$ cat config.mk
export PLATFORM = sky130hd
export DESIGN_NAME = dmem_bytelane
export DESIGN_NICKNAME = d
export VERILOG_FILES = /design/src/rtl/dmem_pkg.sv /design/src/rtl/dmem_align.sv /design/src/rtl/dmem_bytelane.sv
export SDC_FILE = /design/constraint.sdc
export NUM_CORES = 2
export LEC_CHECK = 0
export CORE_MARGIN = 3
export CORE_UTILIZATION = 35
export CTS_CLUSTER_DIAMETER = 150
export DETAILED_ROUTE_END_ITERATION = 16
export PLACE_DENSITY = 0.54
export SLEW_MARGIN = 0
export SYNTH_ARGS = -nofsm -noshare
export SYNTH_HDL_FRONTEND = slang
export SYNTH_SLANG_ARGS = --single-unit
$ cat constraint.sdc
create_clock -name clk -period 10.84 [get_ports clk]
set_input_delay 3.252 -clock clk [delete_from_list [all_inputs] [get_ports clk]]
set_output_delay 3.252 -clock clk [all_outputs]
set_load 0.01 [all_outputs]
$ cat src/rtl/dmem_pkg.sv
// Shared types for the byte-lane data memory: RV32I load/store widths and
// the controller state encoding.
package dmem_pkg;

   typedef enum logic [2:0] {
      LS_B  = 3'b000,
      LS_H  = 3'b001,
      LS_W  = 3'b010,
      LS_BU = 3'b100,
      LS_HU = 3'b101
   } ls_funct3_e;

   typedef enum logic {
      ST_INIT,
      ST_RUN
   } dmem_state_e;

endpackage

$ cat src/rtl/dmem_align.sv
// Combinational lane logic: store byte enables and replication, load extract
// and extension, and misalignment / illegal-funct3 detection.
module dmem_align
   import dmem_pkg::*;
(
   input  logic        we,
   input  logic [2:0]  funct3,
   input  logic [1:0]  offset,
   input  logic [31:0] wdata,
   input  logic [31:0] rword,
   output logic [3:0]  be,
   output logic [31:0] wdata_rep,
   output logic [31:0] rdata,
   output logic        err
);

   logic [7:0]  byte_sel;
   logic [15:0] half_sel;

   assign byte_sel = rword[{offset, 3'b000} +: 8];
   assign half_sel = rword[{offset[1], 4'b0000} +: 16];

   always_comb begin
      be        = 4'b0000;
      wdata_rep = wdata;
      rdata     = 32'h0;
      err       = 1'b0;
      if (we) begin
         case (funct3)
            LS_B: begin
               be        = 4'b0001 << offset;
               wdata_rep = {4{wdata[7:0]}};
            end
            LS_H: begin
               err       = offset[0];
               be        = offset[1] ? 4'b1100 : 4'b0011;
               wdata_rep = {2{wdata[15:0]}};
            end
            LS_W: begin
               err = |offset;
               be  = 4'b1111;
            end
            default: err = 1'b1;
         endcase
      end else begin
         case (funct3)
            LS_B:  rdata = {{24{byte_sel[7]}}, byte_sel};
            LS_BU: rdata = {24'h0, byte_sel};
            LS_H: begin
               err   = offset[0];
               rdata = {{16{half_sel[15]}}, half_sel};
            end
            LS_HU: begin
               err   = offset[0];
               rdata = {16'h0, half_sel};
            end
            LS_W: begin
               err   = |offset;
               rdata = rword;
            end
            default: err = 1'b1;
         endcase
      end
      // A rejected request must never touch memory or return data.
      if (err) begin
         be    = 4'b0000;
         rdata = 32'h0;
      end
   end

endmodule

$ cat src/rtl/dmem_bytelane.sv
// Byte-lane data memory with post-reset init sweep, one-cycle registered
// response and range/alignment error reporting.
//
// state   | meaning
// ST_INIT | sweeping ram[i] = INIT_BASE + i, requests ignored
// ST_RUN  | accepting one request per cycle
module dmem_bytelane
   import dmem_pkg::*;
#(
   parameter int DEPTH     = 64,
   parameter int INIT_BASE = 100
) (
   input  logic        clk,
   input  logic        reset_n,
   input  logic        req_valid,
   output logic        req_ready,
   input  logic        req_we,
   input  logic [2:0]  req_funct3,
   input  logic [31:0] req_addr,
   input  logic [31:0] req_wdata,
   output logic        rsp_valid,
   output logic [31:0] rsp_rdata,
   output logic        rsp_err,
   output logic        init_done
);

   localparam int AW = $clog2(DEPTH);

   dmem_state_e state, state_next;
   logic [AW-1:0] init_cnt;
   logic [31:0]   ram [DEPTH];

   logic [AW-1:0] idx;
   logic          range_err;
   logic          align_err;
   logic          err;
   logic          accept;
   logic [3:0]    be;
   logic [31:0]   wdata_rep;
   logic [31:0]   load_data;

   assign idx       = req_addr[AW+1:2];
   assign range_err = |req_addr[31:AW+2];
   assign err       = range_err | align_err;
   assign accept    = req_valid & req_ready;

   dmem_align u_align (
      .we        (req_we),
      .funct3    (req_funct3),
      .offset    (req_addr[1:0]),
      .wdata     (req_wdata),
      .rword     (ram[idx]),
      .be        (be),
      .wdata_rep (wdata_rep),
      .rdata     (load_data),
      .err       (align_err)
   );

   always_ff @(posedge clk) begin
      if (!reset_n) state <= ST_INIT;
      else          state <= state_next;
   end

   always_comb begin
      state_next = state;
      req_ready  = 1'b0;
      init_done  = 1'b0;
      case (state)
         ST_INIT: if (init_cnt == AW'(DEPTH - 1)) state_next = ST_RUN;
         ST_RUN: begin
            req_ready = 1'b1;
            init_done = 1'b1;
         end
         default: state_next = ST_INIT;
      endcase
   end

   always_ff @(posedge clk) begin
      if (!reset_n)              init_cnt <= '0;
      else if (state == ST_INIT) init_cnt <= init_cnt + 1'b1;
   end

   // RAM has no reset of its own; the sweep defines its contents.
   always_ff @(posedge clk) begin
      if (reset_n) begin
         if (state == ST_INIT) begin
            ram[init_cnt] <= 32'(INIT_BASE) + {{(32-AW){1'b0}}, init_cnt};
         end else if (accept && req_we && !err) begin
            for (int i = 0; i < 4; i++) begin
               if (be[i]) ram[idx][8*i +: 8] <= wdata_rep[8*i +: 8];
            end
         end
      end
   end

   always_ff @(posedge clk) begin
      if (!reset_n) begin
         rsp_valid <= 1'b0;
         rsp_err   <= 1'b0;
         rsp_rdata <= 32'h0;
      end else begin
         rsp_valid <= accept;
         rsp_err   <= accept & err;
         if (accept) rsp_rdata <= (err || req_we) ? 32'h0 : load_data;
      end
   end

endmodule

* After elaboration in Yosys (flattened, before gate mapping)
Memories as Yosys holds them, arrays and structs flattened. Cells that the tools add are included.
Word-level totals: input port bits 71, output and inout port bits 36, memories kept 1, word-level logic and storage cells 71, flip-flop bits (word level) 41, bits in writable memories 2048
Cells by class: reduce and logical (&&, ||, !) cells 10, bitwise gates (word level) 3, add/sub/neg operators 2, muxes and demuxes 42, equal/unequal tests 5, shift-type cells 3
Memories:
- ram | depth 64, width 32, read ports 1, clocked after memory_dff 0, write ports 1, line dmem_bytelane.sv:31 | logic [31:0] ram [DEPTH];
Operators with widths (number):
- 32-bit 2-to-1 mux | 5
- 32-bit one-hot mux with 5 select lines | 1
- 32-bit one-hot mux with 2 select lines | 1
- 32-bit OR reduction | 1
- 32-bit by 6-bit variable part select with 16-bit output | 1
- 32-bit by 6-bit variable part select with 8-bit output | 1
- 1-bit 2-to-1 mux | 27
- 24-bit OR reduction | 1
- 4-bit 2-to-1 mux | 4
- 4-bit one-hot mux with 3 select lines | 1
- 7-bit by 6-bit adder with 8-bit output (first input constant) | 1
- 6-bit by 1-bit adder with 6-bit output (second input constant) | 1
- 3-bit == test (second input constant) | 2
- 6-bit == test (second input constant) | 1
- 6-bit 2-to-1 mux | 1
- 1-bit one-hot mux with 3 select lines | 2
- 2-bit OR reduction | 3
- 1-bit by 2-bit left shift with 4-bit output (first input constant) | 1
- 3-bit by 1-bit == test with 1-bit output (second input constant) | 1
- 3-bit by 2-bit == test with 1-bit output (second input constant) | 1
- 3-bit zero test | 1
- 1-bit bitwise AND | 2
- 1-bit logical AND | 2
- 1-bit zero test | 1
- other kinds (2) | 2

* Depth between registers and ports, before layout
word-level depth 13, depth in mapped cells 16

* Hierarchy
Synthesis repeated with hierarchy kept, for this count alone.
Unflattened totals: cells, all modules 4017, area, all modules 82009.9 µm²
Modules (own cells, without submodules):
- dmem_bytelane | area an instance 80577.3 µm², times used 1, seq. area each 62319.8 µm², cells each 3821
- dmem_align | area an instance 1432.6 µm², times used 1, seq. area each 0.0 µm², cells each 196

* Worst setup path before layout
OpenSTA, ideal clock, no wires.
path kind input port to flip-flop, from input req_addr[9], to memory ram[0][31], data pin, stages on the path 8, arrival 7.464 ns, setup time 0.721 ns, setup slack 2.654 ns, cells stage by stage nor4_1 -> nand4_1 -> nor3_1 -> nand3_1 -> clkbuf_1 -> clkbuf_1 -> buf_1 -> a211oi_1
Between the ends: cells in the longest elaborated chain, start to end 10, elaborated cells between the ends (all ways) 22, those cells by class mux: 17; bitwise: 1; reduce/logical: 4
RTL lines:
- start: declaration | line dmem_bytelane.sv:19 | input logic [31:0] req_addr,
- 24-bit OR reduction (*) | line dmem_bytelane.sv:43 | assign range_err = |req_addr[31:AW+2];
- 1-bit OR (*) | line dmem_bytelane.sv:44 | assign err = range_err | align_err;
- 1-bit zero test (*) | line dmem_bytelane.sv:88 | end else if (accept && req_we && !err) begin
- 1-bit logical AND (*) | line dmem_bytelane.sv:88
- 1-bit 2-to-1 mux | line dmem_bytelane.sv:88
- 1-bit 2-to-1 mux | line dmem_bytelane.sv:86 | if (state == ST_INIT) begin
- 1-bit 2-to-1 mux | line dmem_bytelane.sv:85 | if (reset_n) begin
- 1-bit 2-to-1 mux (implied by the code) | line dmem_bytelane.sv:90 | if (be[i]) ram[idx][8*i +: 8] <= wdata_rep[8*i +: 8];
- 32-bit OR reduction (no line) (*)
- 32-bit 2-to-1 mux (no line) (*)
- end: declaration | line dmem_bytelane.sv:31
Every way passes the cells marked *; elsewhere a longest branch is shown, timed or not.

* Final worst setup path
from input req_addr[0], to memory ram[4][10], enable pin
Between the ends: cells in the longest elaborated chain, start to end 12, elaborated cells between the ends (all ways) 34, those cells by class shift: 1; mux: 28; bitwise: 1; reduce/logical: 4
RTL lines:
- 2-bit OR reduction | line dmem_align.sv:40, dmem_align.sv:58
- 1-bit one-hot mux with 3 select lines, on equally long branches | line dmem_align.sv:46, dmem_align.sv:29
- 1-bit 2-to-1 mux | line dmem_align.sv:28 | if (we) begin
- 1-bit OR | line dmem_bytelane.sv:44
- 1-bit zero test | line dmem_bytelane.sv:88
- 1-bit logical AND | line dmem_bytelane.sv:88
- 1-bit 2-to-1 mux | line dmem_bytelane.sv:88
- 1-bit 2-to-1 mux | line dmem_bytelane.sv:86
- 1-bit 2-to-1 mux | line dmem_bytelane.sv:85
- 1-bit 2-to-1 mux (implied by the code) | line dmem_bytelane.sv:90
- 32-bit OR reduction (no line)
- 6-bit 2-to-1 mux (no line) / 4-bit 2-to-1 mux (equally long branches)
Parallel ways exist; a longest one is shown, timed or not.

==> results.cfg <==
[outcome]
status = completed

[clock_network]
cts_hold_buf = 0
cts_resized = 0
clockBufferDepth = 3
path_clk_slew_ps = 70
numCtsBuffers = 212
cts_root_buf = clkbuf_16
cts_max_level = 4
clock-sinks = 2089
postCtsSetupBuffers = 0
clkLatencyLatePin_ps = 860
cts_tree = yes

[synthesis]
ys_seq_elements = 2089
syn_nets = 4443
synth.most_common_cell = edfxtp_1
ys_seq_area_share_pct = 75.2
yosysWarnings = 0
postSynthCellCount = 4370
synth_ff_type = edfxtp_1
synthTopCellsByCount = 2048 x edfxtp_1, 344 x mux4_2, 338 x mux2i_1
yosysTopAreaCell = edfxtp_1
syn_avg_cell_area_sq_um = 19.0
synthArstFlopShare_pct = 0
synth_edf_count = 2048
netlist_area_sq_um = 82900
ys_top_cells_by_area = edfxtp_1 74%, mux4_2 9.3%, mux2i_1 4.1%, nor2_1 1.5%, a22oi_1 1.2%
synth_top_area_share_pct = 74.2
synth_cell_types = 80

[layout]
final_layout_size_suffix_gt1_share_pct = 21.6
syn2layout_area_growth_pct = 15.9
nets = 4812
final_core_util_pct = 40.8

[global_routing]
antenna_found_initial = 14
grt.busiest_layer = met2
track_usage_pct = 22.1
grtUsageMet2_pct = 34.0
grt_pass1_vias = 45335
use_met1_pct = 30.0
grtUsageMet3_pct = 4.78
grt_pass1_wl_microns = 376000
grt_max_degree = 101
overflow = 0

[floorplan]
dieArea_sq_um = 243000
rows = 178
dieHeight_microns = 493
core_sq_um = 235000
initial_core_util_pct = 35.2
pin_count = 107
fp.dieW_microns = 493

[sta]
final.setup.tns_ps = 0
timing.final.crit_share_pct = 70.7
worstMarginPinSlew_ps = 1490
hold_viol_final = 0
maxSlewHeadroom_pct = 0.684
fin_hold_ws_ps = 601
worst_slack_ps = 3180
period_minus_slack_ps = 7660
setup_viol = 0
worst_clock_skew_ps = 37.5
clock.fmax_mhz = 131
rsz0062_at_grt = no
maxSlewViolCount = 0

[power_and_ir_drop]
ir_drop_uv = 138
p_per_area_nw_per_um2 = 175
p_sw_share_pct = 21.9
p_int_mw = 13.2
p_seq_share_pct = 52.2
power.net_switching_mw = 3.68
p_clk_share_pct = 43.2
power.total_mw = 16.8
p_leak_nw = 34.2
p_comb_share_pct = 4.6

[routing]
drt_wl_total_microns = 272000
ant_nets = 0
wire_per_inst_microns = 33.7
viasPerCell = 5.72
vias = 46241
dr.pass1.iters = 5
drc = 0
drt_iter0_drc = 6031

[placed_design]
dp_hpwl_microns = 172000
gp_congestion = 0.960
portBuffers = 106
dp_slack_ps = 2370

[worst_setup_path]
reg2reg_from = state$_SDFF_PN0_
startpoint = req_addr[0]
cp-end-kind = flop
worstPathArrival_ps = 8150
required_ps = 11320
path_class = in2reg
cp-start-kind = primary input
critPathMaxFanout = 21

[min_path]
hold_path.class = reg2reg
hp-start = rsp_rdata[1]$_SDFFE_PN0P_

[run]
cap_violations = 0
[per-layer routing]
metal	share of wire (%)	vias up	wire, microns
li1	-	18581	-
met1	39	24506	107000
met2	46	2637	126000
met3	9.1	515	24800
met4	5.2	2	14300
met5	0.0048	-	13
[flip-flops by register name (all words and copies together), names as in the netlist]
name,flops
rsp_valid,1
rsp_rdata,32
state,1
ram,2048
init_cnt,6
rsp_err,1
[worst paths after layout]
kind | endpoint | slack [ps] | cells past startpoint
worst max-delay path | ram[4][10]$_DFFE_PP_ | 3180 | 13
worst min-delay path | rsp_rdata[1]$_SDFFE_PN0P_ | 600 | 2
worst max register to register | ram[4][10]$_DFFE_PP_ | 6320 | 8
worst min register to register | rsp_rdata[1]$_SDFFE_PN0P_ | 600 | 2
[metrics by stage]
| step | instance area, sq um | std cells |
|---|---|---|
| floorplan | 82900 | 4370 |
| global placement | 89200 | 7675 |
| detailed placement | 89200 | 7675 |
| CTS | 96000 | 8071 |
| global route | 96000 | 8076 |
| finish | 96000 | 8079 |
[logic make-up after synthesis]
group | Yosys count | share of synthesized area, %
buffers and inverters | 256 | 2.06
AO/OA/AOI/OAI | 508 | 4.07
AND/OR/NAND/NOR | 776 | 4.22
XOR/XNOR | 7 | 0.0740
adder cells (fa/ha/maj) | 2 | 0.0302
flip-flops | 2089 | 75.2
multiplexers | 732 | 14.4
[power groups by stage]
stage,Combinational (mW),Sequential [mW],Clock (mW)
floorplan,0.400,8.95,0
global placement,0.767,8.96,0
detailed placement,0.768,8.96,0
CTS,0.769,8.79,7.37
global route,0.793,8.78,7.72
finish,0.780,8.79,7.27
[cell usage in the layout (no fill, tap or decap), types with 41 or more instances in the layout]
cell type / count
o21ai_0: 43
buf_4: 281
clkdlybuf4s50_1: 101
clkinv_1: 52
mux4_2: 344
nand2_1: 188
nand3_1: 69
dfxtp_1: 41
a21oi_1: 82
clkbuf_1: 51
edfxtp_1: 2048
clkbuf_16: 214
nor2_1: 322
mux2i_1: 338
a22oi_1: 135
o22ai_1: 88
[area by class of cell]
class / instances / area [sq um]
fill: 20842 / 139000
sequential: 2089 / 62300
multi-input combinational: 2025 / 19300
clock buffer: 269 / 5600
tap: 3150 / 3940
timing repair buffer: 403 / 3510
clock inverter: 127 / 1270
inverter: 8 / 32.5
antenna: 8 / 20.0
[critical path, stage by stage]
cell,delay [ps]
clkdlybuf4s50_1,760
buf_4,370
inv_1,330
a31oi_1,140
buf_4,160
nor3_1,140
buf_4,170
nand3_4,260
mux2i_1,720
nor2b_1,320
nand2_2,440
buf_4,450
nor2_1,590
(Power assumes the default switching activity.)
